==> src/rtl/dds_pkg.sv <==
// Constants shared by the DDS accumulator, the phase decoder and its bench.
package dds_pkg;
    localparam int PHASE_W     = 28;
    localparam int GATE_CYCLES = 10000;
    localparam int BASE_TUNE   = 26843;
    localparam int WRAP_W      = 15;

    typedef enum logic [1:0] {
        ST_IDLE = 2'd0,
        ST_ARM  = 2'd1,
        ST_GATE = 2'd2,
        ST_CALC = 2'd3
    } dec_state_t;
endpackage

==> src/rtl/phase_decoder.sv <==
// Measures phase advance over a gate window and rounds it back to the tuning value.
// IDLE: wait for en | ARM: capture start | GATE: track wraps, count gate | CALC: round, saturate, post
module phase_decoder #(
    parameter int PHASE_W     = dds_pkg::PHASE_W,
    parameter int GATE_CYCLES = dds_pkg::GATE_CYCLES,
    parameter int OUT_W       = 16
) (
    input  logic               clk,
    input  logic               clr,
    input  logic               en,
    input  logic [PHASE_W-1:0] phase_in,
    output logic [OUT_W-1:0]   meas,
    output logic               meas_valid,
    output logic               busy
);
    import dds_pkg::*;

    localparam int ADV_W = PHASE_W + WRAP_W;
    localparam int RES_W = WRAP_W + 1;
    localparam int CNT_W = (GATE_CYCLES > 1) ? $clog2(GATE_CYCLES) : 1;
    localparam logic [ADV_W:0]   HALF_LSB = (ADV_W + 1)'(1) << (PHASE_W - 1);
    localparam logic [RES_W-1:0] MAX_OUT  = (OUT_W >= RES_W) ? {RES_W{1'b1}}
                                          : RES_W'((64'd1 << OUT_W) - 64'd1);

    dec_state_t         r_state;
    logic [PHASE_W-1:0] r_start;
    logic [PHASE_W-1:0] r_prev;
    logic [PHASE_W-1:0] r_stop;
    logic [WRAP_W-1:0]  r_wraps;
    logic [CNT_W-1:0]   r_gate_cnt;

    logic               w_wrap;
    logic [ADV_W-1:0]   w_advance;
    logic [RES_W-1:0]   w_result;
    logic [RES_W-1:0]   w_sat;

    // Tuning words stay below 2^PHASE_W, so a drop in phase means exactly one wrap.
    assign w_wrap    = phase_in < r_prev;
    assign w_advance = {r_wraps, r_stop} - {{WRAP_W{1'b0}}, r_start};
    assign w_result  = RES_W'(({1'b0, w_advance} + HALF_LSB) >> PHASE_W);
    assign w_sat     = (w_result > MAX_OUT) ? MAX_OUT : w_result;

    always_ff @(posedge clk or posedge clr) begin
        if (clr) begin
            r_state    <= ST_IDLE;
            r_start    <= '0;
            r_prev     <= '0;
            r_stop     <= '0;
            r_wraps    <= '0;
            r_gate_cnt <= '0;
            meas       <= '0;
            meas_valid <= 1'b0;
            busy       <= 1'b0;
        end else begin
            meas_valid <= 1'b0;
            case (r_state)
                ST_IDLE: begin
                    if (en) begin
                        r_state <= ST_ARM;
                        busy    <= 1'b1;
                    end
                end
                ST_ARM: begin
                    if (!en) begin
                        r_state <= ST_IDLE;
                        busy    <= 1'b0;
                    end else begin
                        r_start    <= phase_in;
                        r_prev     <= phase_in;
                        r_wraps    <= '0;
                        r_gate_cnt <= '0;
                        r_state    <= ST_GATE;
                    end
                end
                ST_GATE: begin
                    if (!en) begin
                        r_state <= ST_IDLE;
                        busy    <= 1'b0;
                    end else begin
                        r_prev     <= phase_in;
                        r_gate_cnt <= r_gate_cnt + CNT_W'(1);
                        if (w_wrap && (r_wraps != {WRAP_W{1'b1}}))
                            r_wraps <= r_wraps + WRAP_W'(1);
                        if (r_gate_cnt == CNT_W'(GATE_CYCLES - 1)) begin
                            r_stop  <= phase_in;
                            r_state <= ST_CALC;
                        end
                    end
                end
                ST_CALC: begin
                    meas       <= OUT_W'(w_sat);
                    meas_valid <= 1'b1;
                    if (en) begin
                        r_state <= ST_ARM;
                    end else begin
                        r_state <= ST_IDLE;
                        busy    <= 1'b0;
                    end
                end
                default: begin
                    r_state <= ST_IDLE;
                    busy    <= 1'b0;
                end
            endcase
        end
    end
endmodule

==> config.mk <==
export PLATFORM = sky130hd
export DESIGN_NAME = phase_decoder
export DESIGN_NICKNAME = d
export VERILOG_FILES = /design/src/rtl/dds_pkg.sv /design/src/rtl/phase_decoder.sv
export SDC_FILE = /design/constraint.sdc
export NUM_CORES = 1
export LEC_CHECK = 0
export ABC_AREA = 1
export BUFFER_PORTS_ARGS = -buffer_cell sky130_fd_sc_hd__buf_2
export CORE_MARGIN = 2
export CORE_UTILIZATION = 28
export DETAILED_ROUTE_END_ITERATION = 8
export SYNTH_ARGS = -nofsm -noshare
export SYNTH_HDL_FRONTEND = slang
export SYNTH_SLANG_ARGS = --single-unit
==> constraint.sdc <==
create_clock -name clk -period 4.55 [get_ports clk]
set_clock_uncertainty 0.05 [all_clocks]
set_input_delay 0 -clock clk [delete_from_list [all_inputs] [get_ports clk]]
set_output_delay 0 -clock clk [all_outputs]
set_load 0.1 [all_outputs]
==> results of run 1 <==
[kinds of logic after synthesis]
kind of cell	after synthesis	share of synthesized area
AO/OA/AOI/OAI	178	0.101
XOR/XNOR	7	0.00664
adder cells (fa/ha/maj)	63	0.0853
buffers and inverters	275	0.113
flip-flops	133	0.360
AND/OR/NAND/NOR	712	0.334
[sequential cells by signal (all words and copies together) (netlist names)]
signal	count
r_gate_cnt	14
r_start	28
r_wraps	15
r_prev	28
r_stop	28
meas	16
meas_valid	1
busy	1
r_state	2
[cells in the mapped netlist (3+ instances only)]
| master | n | area share |
|---|---|---|
| a21oi_1 | 45 | 0.024 |
| buf_2 | 7 | 0.0038 |
| clkbuf_1 | 23 | 0.0093 |
| dfrtp_1 | 133 | 0.36 |
| ha_1 | 63 | 0.085 |
| inv_1 | 234 | 0.095 |
| inv_2 | 8 | 0.0033 |
| nand2_1 | 452 | 0.18 |
| nand2_2 | 13 | 0.0088 |
| nand2_4 | 4 | 0.0049 |
| nand3_1 | 75 | 0.041 |
| nand4_1 | 23 | 0.016 |
| nor2_1 | 90 | 0.037 |
| nor2_2 | 8 | 0.0054 |
| nor2_4 | 6 | 0.0073 |
| nor3_1 | 19 | 0.010 |
| nor3b_1 | 5 | 0.0041 |
| nor4_1 | 6 | 0.0041 |
| o21a_1 | 3 | 0.0024 |
| o21ai_0 | 110 | 0.060 |
| o21ai_1 | 8 | 0.0043 |
| o22ai_1 | 3 | 0.0020 |
| xnor2_1 | 3 | 0.0028 |
| xor2_1 | 4 | 0.0038 |
[routing by layer]
layer	vias to the layer above	GRT usage	routed length, um
li1	4426	-	-
met1	3832	0.202	12000
met3	24	0.0327	1070
met5	-	0	0
met2	157	0.239	10300
met4	0	0.0375	352
[worst register-to-register path, stage by stage, from the launching register on]
cell	delay (ns)
dfrtp_1	0.35
inv_1	0.05
ha_1	0.28
nand2_1	0.05
inv_1	0.06
nand3_1	0.09
nor3_1	0.63
nor4b_1	0.65
o21ai_0	0.40
nand3_1	0.16
nand2_1	0.06
nand2_1	0.65
o21ai_0	0.20
[power by group]
| group | internal, W | leakage (nW) | switching (W) |
|---|---|---|---|
| clock | 0.000699 | 0.246 | 0.000574 |
| sequential | 0.00152 | 1.74 | 0.000185 |
| combinational | 0.000992 | 3.82 | 0.00243 |
| total | 0.00321 | 5.81 | 0.00319 |
[worst max-delay path by stage]
stage	end	start	slack, ns	depth (start not counted)
6_report	r_wraps[6]$_DFFE_PP0P_	r_prev[27]$_DFFE_PP0P_	0.73	12
5_1_grt	r_wraps[6]$_DFFE_PP0P_	r_prev[27]$_DFFE_PP0P_	0.45	12
4_1_cts	r_wraps[6]$_DFFE_PP0P_	r_prev[27]$_DFFE_PP0P_	0.68	12
3_5_place_dp	r_wraps[6]$_DFFE_PP0P_	r_prev[27]$_DFFE_PP0P_	0.70	12
3_3_place_gp	r_wraps[9]$_DFFE_PP0P_	r_prev[27]$_DFFE_PP0P_	0.75	12
2_1_floorplan	busy$_DFFE_PP0P_	clr	0.95	1
[per-stage QoR]
| step | area [um2] | utilization | instances | worst slack (ns) | total power (W) |
|---|---|---|---|---|---|
| 5_1_grt | 10800 | 0.331 | 1893 | 0.453 | 0.00703 |
| 3_5_place_dp | 9950 | 0.306 | 1831 | 0.696 | 0.00515 |
| 4_1_cts | 10800 | 0.331 | 1893 | 0.679 | 0.00648 |
| 6_report | 10800 | 0.331 | 1893 | 0.730 | 0.00640 |
| 3_3_place_gp | 9950 | 0.306 | 1831 | 0.751 | 0.00510 |
| 2_1_floorplan | 9240 | - | 1368 | 0.946 | 0.00444 |
[cell type report]
cell class / instances / share of cell area
clock buffers: 18 / 0.0398
clock inverters: 14 / 0.00963
multi-input cells: 960 / 0.452
repair buffers: 82 / 0.0529
flip-flops and latches: 133 / 0.309
well taps: 442 / 0.0513
inverters: 244 / 0.0855
[timing repair]
action                                  CTS  global route
endpoints found under the setup margin    0             0
hold buffers                             30             0
endpoints found under the hold margin   179             0
==> summary.txt, run 1 <==
Status
  – Status: finished, final reports clean

Logic synthesis
  – Syn Std Cell Area: 0.00924 mm2
  – Asr flop ratio synth: 1.00
  – Synth unique cells: 42
  – Prevailing post-synth register cell: dfrtp_1
  – Cells after Synth: 1368
  – Post-synthesis sequential area ratio: 0.360
  – Synth Warn #: 0
  – Synthesized area per cell: 6.75 um2
  – Post-synth EDFFs: 0
  – FF+latch count, synth: 133
  – Syn Nets: 1462

Critical path
  – CP max-delay cell: nand2_1
  – Critical path, cell by cell: inv_1 > ha_1 > nand2_1 > inv_1 > nand3_1 > nor3_1 > nor4b_1 > o21ai_0 > nand3_1 > nand2_1 > nand2_1 > o21ai_0
  – Delay-heaviest family, CP: simple AND/OR/NAND/NOR gates
  – CP Buf/Inv Count: 2
  – Reg2reg setup slack: 0.73 ns
  – R2r endpoint: r_wraps[6]$_DFFE_PP0P_
  – Critical Path Fanout Max: 30
  – Max stage delay on crit path: 0.65 ns
  – WS Path Type: flip-flop to flip-flop
  – FF-to-FF Start: r_prev[27]$_DFFE_PP0P_
  – Worst Reg-to-Reg Cells: 12
  – Most used cell along the critical path: nand2_1
  – Worst EP arrival: 4.04 ns
  – CP Data Required Time: 4.77 ns
  – Crit end category: flip-flop
  – Crit start category: flip-flop

Global route
  – Largest net degree at the start of global routing: 94
  – First-pass GRT wire length: 40.6 mm
  – Gr ovfl total: 0
  – Initial antenna violation count: 0
  – GRT Total Usage: 0.148
  – Number of global-route vias before repair: 8318

Timing
  – Worst Tran Pin Value: 0.997 ns
  – Setup violation total in the final timing report: 0
  – Slew headroom: 0.335
  – Fin crit share: 0.839
  – RSZ-0062 raised after global routing: false
  – Fin. Hold Viols: 0
  – Fin Hold WS: 0.205 ns
  – Slew Limit Fails: 0
  – Fin crit period: 3.82 ns
  – Setup_tns: 0 ns
  – Max Clk Rate: 262 MHz

Floorplan
  – Initial core utilization: 0.284
  – # IOs: 49
  – Die footprint: 0.0345 mm2
  – Core Region: 0.0325 mm2
  – Die H: 186 um
  – Die Wd: 186 um
  – Row Count: 66

Clock tree
  – Setup Buffers After CTS: 0
  – Worst skew pair latency: 0.43 ns
  – Resized Gates After CTS: 0
  – Worst-path clk slew: 0.06 ns
  – CTS tree: built
  – Sinks on Clock Net: 133
  – H-tree levels: 4
  – Clock root cell: clkbuf_16
  – CTS max path bufs: 2
  – CTS buffer count: 17

Place
  – Final weighted congestion in routability-driven placement: 0.929
  – DPL Wire Length: 18.4 mm
  – IO buf count: 48

Pwr
  – LEAKAGE: 5.81 nW
  – Worst VDD drop: 334 uV
  – PD cells: 594 mW/mm2

Finish
  – Multi-input gate area: 0.00487 mm2
  – Fill cell count: 3593
  – Ratio of cells with drive above 1 in the final layout: 0.0930
  – Reg area: 0.00333 mm2
  – Ant diodes: 0
  – Most frequent cells in the layout: 452 x nand2_1, 233 x inv_1, 133 x dfrtp_1
  – Most common cell after layout, fill and taps aside: nand2_1
  – Area grow syn2layout: 16.7%
  – Nets: 1532

Detailed routing
  – DRC Markers: 0
  – Routed via count: 8439
  – Number of routed nets with antenna violations: 0
  – WL/cell: 12.5 um
  – DRT Pass-1 Iters: 5
  – Initial DRC Count: 545
  – Vias per cell: 4.46
  – WL final: 23.7 mm

Flow run
  – Max cap viols: 0

Hold path
  – Worst Hold Class: primary input to async pin
Power figures use the tool's default switching activity.
==> run 2, diff against run 1 <==
==> constraint.sdc (replaced) <==
create_clock -name clk -period 3.8 [get_ports clk]
set_clock_uncertainty 0.05 [all_clocks]
set_input_delay 0 -clock clk [delete_from_list [all_inputs] [get_ports clk]]
set_output_delay 0 -clock clk [all_outputs]
set_load 0.1 [all_outputs]
==> summary.txt, run 2 (same netlist as run 1, synthesis figures left out) <==
Finish
  – Ratio of cells with drive above 1 in the final layout: 0.0956 (+0.00256)
  – Most common cell after layout, fill and taps aside: nand2_1
  – Largest registers: r_prev x28, r_start x28, r_stop x28
  – Most frequent cells in the layout: 452 x nand2_1, 233 x inv_1, 133 x dfrtp_1
  – Nets: 1535 (+0.20%)
  – Area grow syn2layout: 17.4%
  – Final std cells w/o fill: 1896 (+0.16%)
  – Ant diodes: 0 (unchanged)
  – Design Area, Final: 0.0108 mm2 (+0.58%)

Place
  – IO buf count: 48 (unchanged)
  – DPL Wire Length: 18.3 mm (-0.82%)
  – Dpl cells: 1834 (+0.16%)
  – Post-DP Area: 0.00997 mm2 (+0.23%)
  – Final weighted congestion in routability-driven placement: 0.895 (-3.7%)

Clock tree
  – Worst skew pair latency: 0.43 ns (about the same)
  – Setup Buffers After CTS: 0 (unchanged)
  – Sinks on Clock Net: 133 (unchanged)
  – CTS buffer count: 17 (unchanged)
  – CTS tree: built
  – Resized Gates After CTS: 0 (unchanged)
  – Worst-path clk slew: 0.07 ns (about the same)
  – H-tree levels: 4 (unchanged)
  – Clock root cell: clkbuf_16
  – CTS max path bufs: 2 (unchanged)

Pwr
  – PD cells: 721 mW/mm2 (+21%)
  – Logic pwr share: 0.531 (-0.004)
  – Reg power frac: 0.261 (-0.006)
  – Psw: 0.00388 W (+22%)
  – Power Internal: 0.00393 W (+22%)
  – Tot Pwr: 0.00781 W (+22%)
  – LEAKAGE: 5.84 nW (+0.52%)
  – Switching share of power: 0.497 (-0.00121)
  – Worst VDD drop: 448 uV (+34%)
  – Clk network pwr share: 0.208 (+0.009)

Critical path
  – Crit start category: flip-flop
  – R2r endpoint: meas[11]$_DFFE_PP0P_
  – Critical Path Fanout Max: 8 (-73%)
  – Worst Reg-to-Reg Cells: 15 (+3)
  – Worst EP arrival: 3.10 ns (-0.94 ns)
  – Crit path to: meas[11]$_DFFE_PP0P_
  – Crit end category: flip-flop
  – FF-to-FF Start: r_stop[22]$_DFFE_PP0P_
  – Beginning of the critical path: r_stop[22]$_DFFE_PP0P_
  – CP Data Required Time: 4.07 ns (-0.70 ns)
  – WS Path Type: flip-flop to flip-flop
  – Reg2reg setup slack: 0.97 ns (+0.24 ns)

Floorplan
  – Die footprint: 0.0345 mm2 (unchanged)
  – Row Count: 66 (unchanged)
  – # IOs: 49 (unchanged)
  – Core Region: 0.0325 mm2 (unchanged)
  – Die Wd: 186 um (unchanged)
  – Die H: 186 um (unchanged)
  – Initial core utilization: 0.284 (unchanged)

Timing
  – Fin crit period: 2.83 ns (-0.989 ns)
  – Fin crit share: 0.745 (-0.0946)
  – Setup violation total in the final timing report: 0 (unchanged)
  – Fin. Hold Viols: 0 (unchanged)
  – Max Clk Rate: 353 MHz (+35%)
  – Worst Tran Pin Value: 0.932 ns (-0.0647 ns)
  – Setup_tns: 0 ns (unchanged)
  – Slew headroom: 0.378 (+0.0432)
  – RSZ-0062 raised after global routing: false
  – Slew Limit Fails: 0 (unchanged)

Detailed routing
  – DRT Pass-1 Iters: 7 (+2)
  – Initial DRC Count: 650 (+19%)
  – DRC Markers: 0 (unchanged)
  – Number of routed nets with antenna violations: 0 (unchanged)
  – Vias per cell: 4.49 (+0.78%)
  – WL/cell: 12.6 um (+0.70%)
  – WL final: 23.9 mm (+0.86%)
  – Routed via count: 8518 (+0.94%)

Global route
  – GRT Total Usage: 0.149 (+0.00101)
  – Initial antenna violation count: 0 (unchanged)
  – Largest net degree at the start of global routing: 103 (+9.6%)
  – Gr ovfl total: 0 (unchanged)
  – First-pass GRT wire length: 40.9 mm (+0.63%)
  – Number of global-route vias before repair: 8366 (+0.58%)

Status
  – Status: finished, final reports clean

Hold path
  – Worst Hold Class: primary input to async pin

Flow run
  – Max cap viols: 0 (unchanged)
[run 2: through the flow]
step | setup slack (ns) | hold slack [ns] | util
final | 0.969 | 0.251 | 0.333
after global routing | 0.612 | 0.339 | 0.333
after CTS | 0.969 | 0.299 | 0.333
after detailed placement | 0.971 | 0.218 | 0.306
after global placement | 1.04 | 0.215 | 0.306
after floorplan | 0.196 | 0.0928 | -
[run 2: metal layers]
metal	routed length [um]	part of all wire	up-vias	global-route usage
met4	443	0.019	0	0.0488
li1	-	-	4435	-
met5	0	0	-	0
met2	10400	0.43	155	0.237
met1	12100	0.50	3900	0.204
met3	1040	0.043	28	0.0284
[run 2: final cells by class]
class / instances / area (um2)
Multi-Input combinational cell: 960 / 4870
Clock inverter: 15 / 148
Inverter: 244 / 922
Tap cell: 442 / 553
Timing Repair Buffer: 85 / 593
Sequential cell: 133 / 3330
Clock buffer: 17 / 425
Fill cell: 3544 / 21700
[run 2: worst max-delay path, stage by stage, from the launching register on]
cell	delay, ns
dfrtp_1	0.39
ha_1	0.32
nand2_1	0.14
nor2_1	0.30
nand2_2	0.13
nor4_1	0.18
nand2_1	0.16
nand2_1	0.09
nand2_1	0.06
nand2_2	0.10
ha_1	0.23
nand3_4	0.13
nor2_8	0.17
nand4_1	0.12
nand3_1	0.11
nand2_1	0.06
[run 2: what timing repair did]
action	4_1_cts	5_1_grt
setup endpoints to repair	0	0
hold buffers	30	0
hold endpoints to repair	188	0
[run 2: power groups by stage]
| stage | clock network [W] | registers, W | logic [W] |
|---|---|---|---|
| after floorplan | 0 | 0.00265 | 0.00267 |
| after global placement | 0 | 0.00206 | 0.00407 |
| after detailed placement | 0 | 0.00206 | 0.00413 |
| after CTS | 0.00167 | 0.00204 | 0.00418 |
| after global routing | 0.00172 | 0.00209 | 0.00474 |
| final | 0.00162 | 0.00204 | 0.00415 |
[run 2: how the worst min path moves through the flow]
stage,from,endpoint,slack (ns),depth (start not counted)
after floorplan,en,busy$_DFFE_PP0P_,0.09,2
after global placement,clr,busy$_DFFE_PP0P_,0.21,2
after detailed placement,clr,busy$_DFFE_PP0P_,0.22,2
after CTS,clr,busy$_DFFE_PP0P_,0.30,3
after global routing,clr,busy$_DFFE_PP0P_,0.34,3
final,clr,r_prev[27]$_DFFE_PP0P_,0.25,3
==> run 3, diff against run 2 <==
==> constraint.sdc (replaced) <==
create_clock -name clk -period 2.45 [get_ports clk]
set_clock_uncertainty 0.05 [all_clocks]
set_input_delay 0 -clock clk [delete_from_list [all_inputs] [get_ports clk]]
set_output_delay 0 -clock clk [all_outputs]
set_load 0.1 [all_outputs]
==> summary.txt, run 3 (same netlist as run 1, synthesis figures left out) <==
Pwr
  – Worst VDD drop: 736 uV (+64%)
  – PD cells: 1150 mW/mm2 (+60%)
  – LEAKAGE: 6.71 nW (+15%)

Finish
  – Final core occ: 0.401 (+0.0680)
  – Largest registers: r_prev x28, r_start x28, r_stop x28
  – Area grow syn2layout: 41.3%
  – Most frequent cells in the layout: 377 x nand2_1, 208 x inv_1, 133 x dfrtp_1
  – Ant diodes: 0 (unchanged)
  – Final std cells w/o fill: 2022 (+6.6%)
  – Ratio of cells with drive above 1 in the final layout: 0.304 (+0.208)
  – Most common cell after layout, fill and taps aside: nand2_1
  – Nets: 1661 (+8.2%)

Clock tree
  – Worst-path clk slew: 0.07 ns (about the same)
  – CTS tree: built
  – Clock root cell: clkbuf_16
  – CTS buffer count: 17 (unchanged)
  – H-tree levels: 4 (unchanged)
  – Worst skew pair latency: 0.43 ns (about the same)
  – Sinks on Clock Net: 133 (unchanged)
  – CTS max path bufs: 2 (unchanged)

Critical path
  – CP Data Required Time: 2.77 ns (-1.30 ns)
  – Most used cell along the critical path: nor2_4
  – Worst EP arrival: 2.89 ns (-0.21 ns)
  – Max stage delay on crit path: 0.42 ns (+0.03 ns)
  – CP max-delay cell: dfrtp_1
  – Crit start category: flip-flop
  – Crit end category: flip-flop
  – WS Path Type: flip-flop to flip-flop
  – Critical Path Fanout Max: 5 (-3)
  – Critical path, cell by cell: ha_4 > nand2_4 > buf_4 > nor2_4 > nand2_1 > nor2_2 > nand4_1 > nand4_1 > nand2_2 > inv_2 > nand2_2 > nor2_4 > nand2_4 > nor2_4 > nand3_2 > nand3_2

Global route
  – Initial antenna violation count: 0 (unchanged)
  – Largest net degree at the start of global routing: 61 (-41%)
  – First-pass GRT wire length: 43.1 mm (+5.5%)
  – GRT Total Usage: 0.157 (+0.00731)
  – Gr ovfl total: 0 (unchanged)
  – Number of global-route vias before repair: 8913 (+6.5%)

Timing
  – Fin crit period: 2.57 ns (-0.259 ns)
  – Fin worst setup slack: -0.122 ns (-1.09 ns)
  – Worst Tran Pin Value: 0.743 ns (-0.190 ns)
  – Max Clk Rate: 389 MHz (+10%)
  – Setup violation total in the final timing report: 11 (+11)
  – Fin crit share: 1.05 (+0.305)
  – RSZ-0062 raised after global routing: true
  – Fin. Hold Viols: 0 (unchanged)
  – Slew headroom: 0.504 (+0.125)
  – Fin Hold WS: 0.195 ns (-0.0557 ns)
  – Slew Limit Fails: 0 (unchanged)

Hold path
  – Worst Hold Class: primary input to async pin

Status
  – Status: finished with violations
  – Failing checks: setup timing

Floorplan
  – # IOs: 49 (unchanged)
  – Die Wd: 186 um (unchanged)
  – Core Region: 0.0325 mm2 (unchanged)
  – Die footprint: 0.0345 mm2 (unchanged)
  – Row Count: 66 (unchanged)
  – Initial core utilization: 0.284 (unchanged)
  – Die H: 186 um (unchanged)

Detailed routing
  – Initial DRC Count: 578 (-11%)
  – DRC Markers: 0 (unchanged)
  – DRT Pass-1 Iters: 5 (-2)
  – WL final: 26.2 mm (+9.3%)
  – Number of routed nets with antenna violations: 0 (unchanged)
  – Vias per cell: 4.55 (+1.3%)
  – Routed via count: 9198 (+8.0%)
  – WL/cell: 12.9 um (+2.5%)

Place
  – Dpl cells: 1927 (+5.1%)
  – IO buf count: 48 (unchanged)
  – DPL Wire Length: 19.0 mm (+3.9%)
  – Pre-CTS setup slack: -0.245 ns (-1.22 ns)
  – Final weighted congestion in routability-driven placement: 0.903 (+0.91%)

Flow run
  – Max cap viols: 0 (unchanged)
==> run 3: routing by layer <==
layer	vias to the layer above	wire length (um)	global-route usage
li1	4697	-	-
met1	4325	12600	0.208
met2	146	12100	0.262
met3	30	940	0.0264
met4	0	494	0.0454
met5	-	0	0
==> run 3: what timing repair did <==
| item | CTS | global route |
|---|---|---|
| endpoints found under the setup margin | 30 | 30 |
| hold buffers | 30 | 0 |
| pin swaps | 41 | 61 |
| gates resized for setup | 109 | 175 |
| gates cloned | 1 | 2 |
| hold endpoints to repair | 113 | 0 |
| buffers inserted | 11 | 20 |
==> run 3: layout make-up <==
cell class                      count  area [um2]
Clock inverter                     15         144
Clock buffer                       17         425
Multi-Input combinational cell    960        6000
Fill cell                        3360       19500
Tap cell                          442         553
Sequential cell                   133        3330
Inverter                          244         927
Timing Repair Buffer              211        1680
==> run 3: final timing paths <==
path                                              from                 endpoint  slack (ns)  cells past startpoint
max in group asynchronous                          clr    r_prev[0]$_DFFE_PP0P_        1.45                      4
worst min-delay path                               clr   r_prev[13]$_DFFE_PP0P_        0.20                      3
worst max-delay path            r_stop[21]$_DFFE_PP0P_     meas[13]$_DFFE_PP0P_       -0.12                     16
worst min register to register    meas[10]$_DFFE_PP0P_     meas[10]$_DFFE_PP0P_        0.41                      2
min in group clk                          phase_in[25]  r_start[25]$_DFFE_PP0P_        0.38                      4
worst max register to register  r_stop[21]$_DFFE_PP0P_     meas[13]$_DFFE_PP0P_       -0.12                     16
==> run 3: worst max-delay path, delay by kind of cell (launching register included) <==
| family | cells | cell delay, ns |
|---|---|---|
| fa+ha+maj | 1 | 0.33 |
| buf+inv | 2 | 0.25 |
| flops | 1 | 0.42 |
| simple gates | 13 | 1.47 |
==> run 3: stage by stage <==
stage               power [W]  setup TNS (ns)  instance area [um2]
floorplan             0.00825               0                 9240
global placement       0.0103           -4.07                10700
detailed placement     0.0104           -4.92                10700
CTS                    0.0139          -0.375                12200
global route           0.0163           -4.30                13100
finish                 0.0151          -0.637                13100
==> run 3: power by group <==
part           internal (W)  switching, W  total, W
sequential          0.00283      0.000348   0.00317
combinational       0.00364       0.00573   0.00937
clock               0.00142       0.00110   0.00252
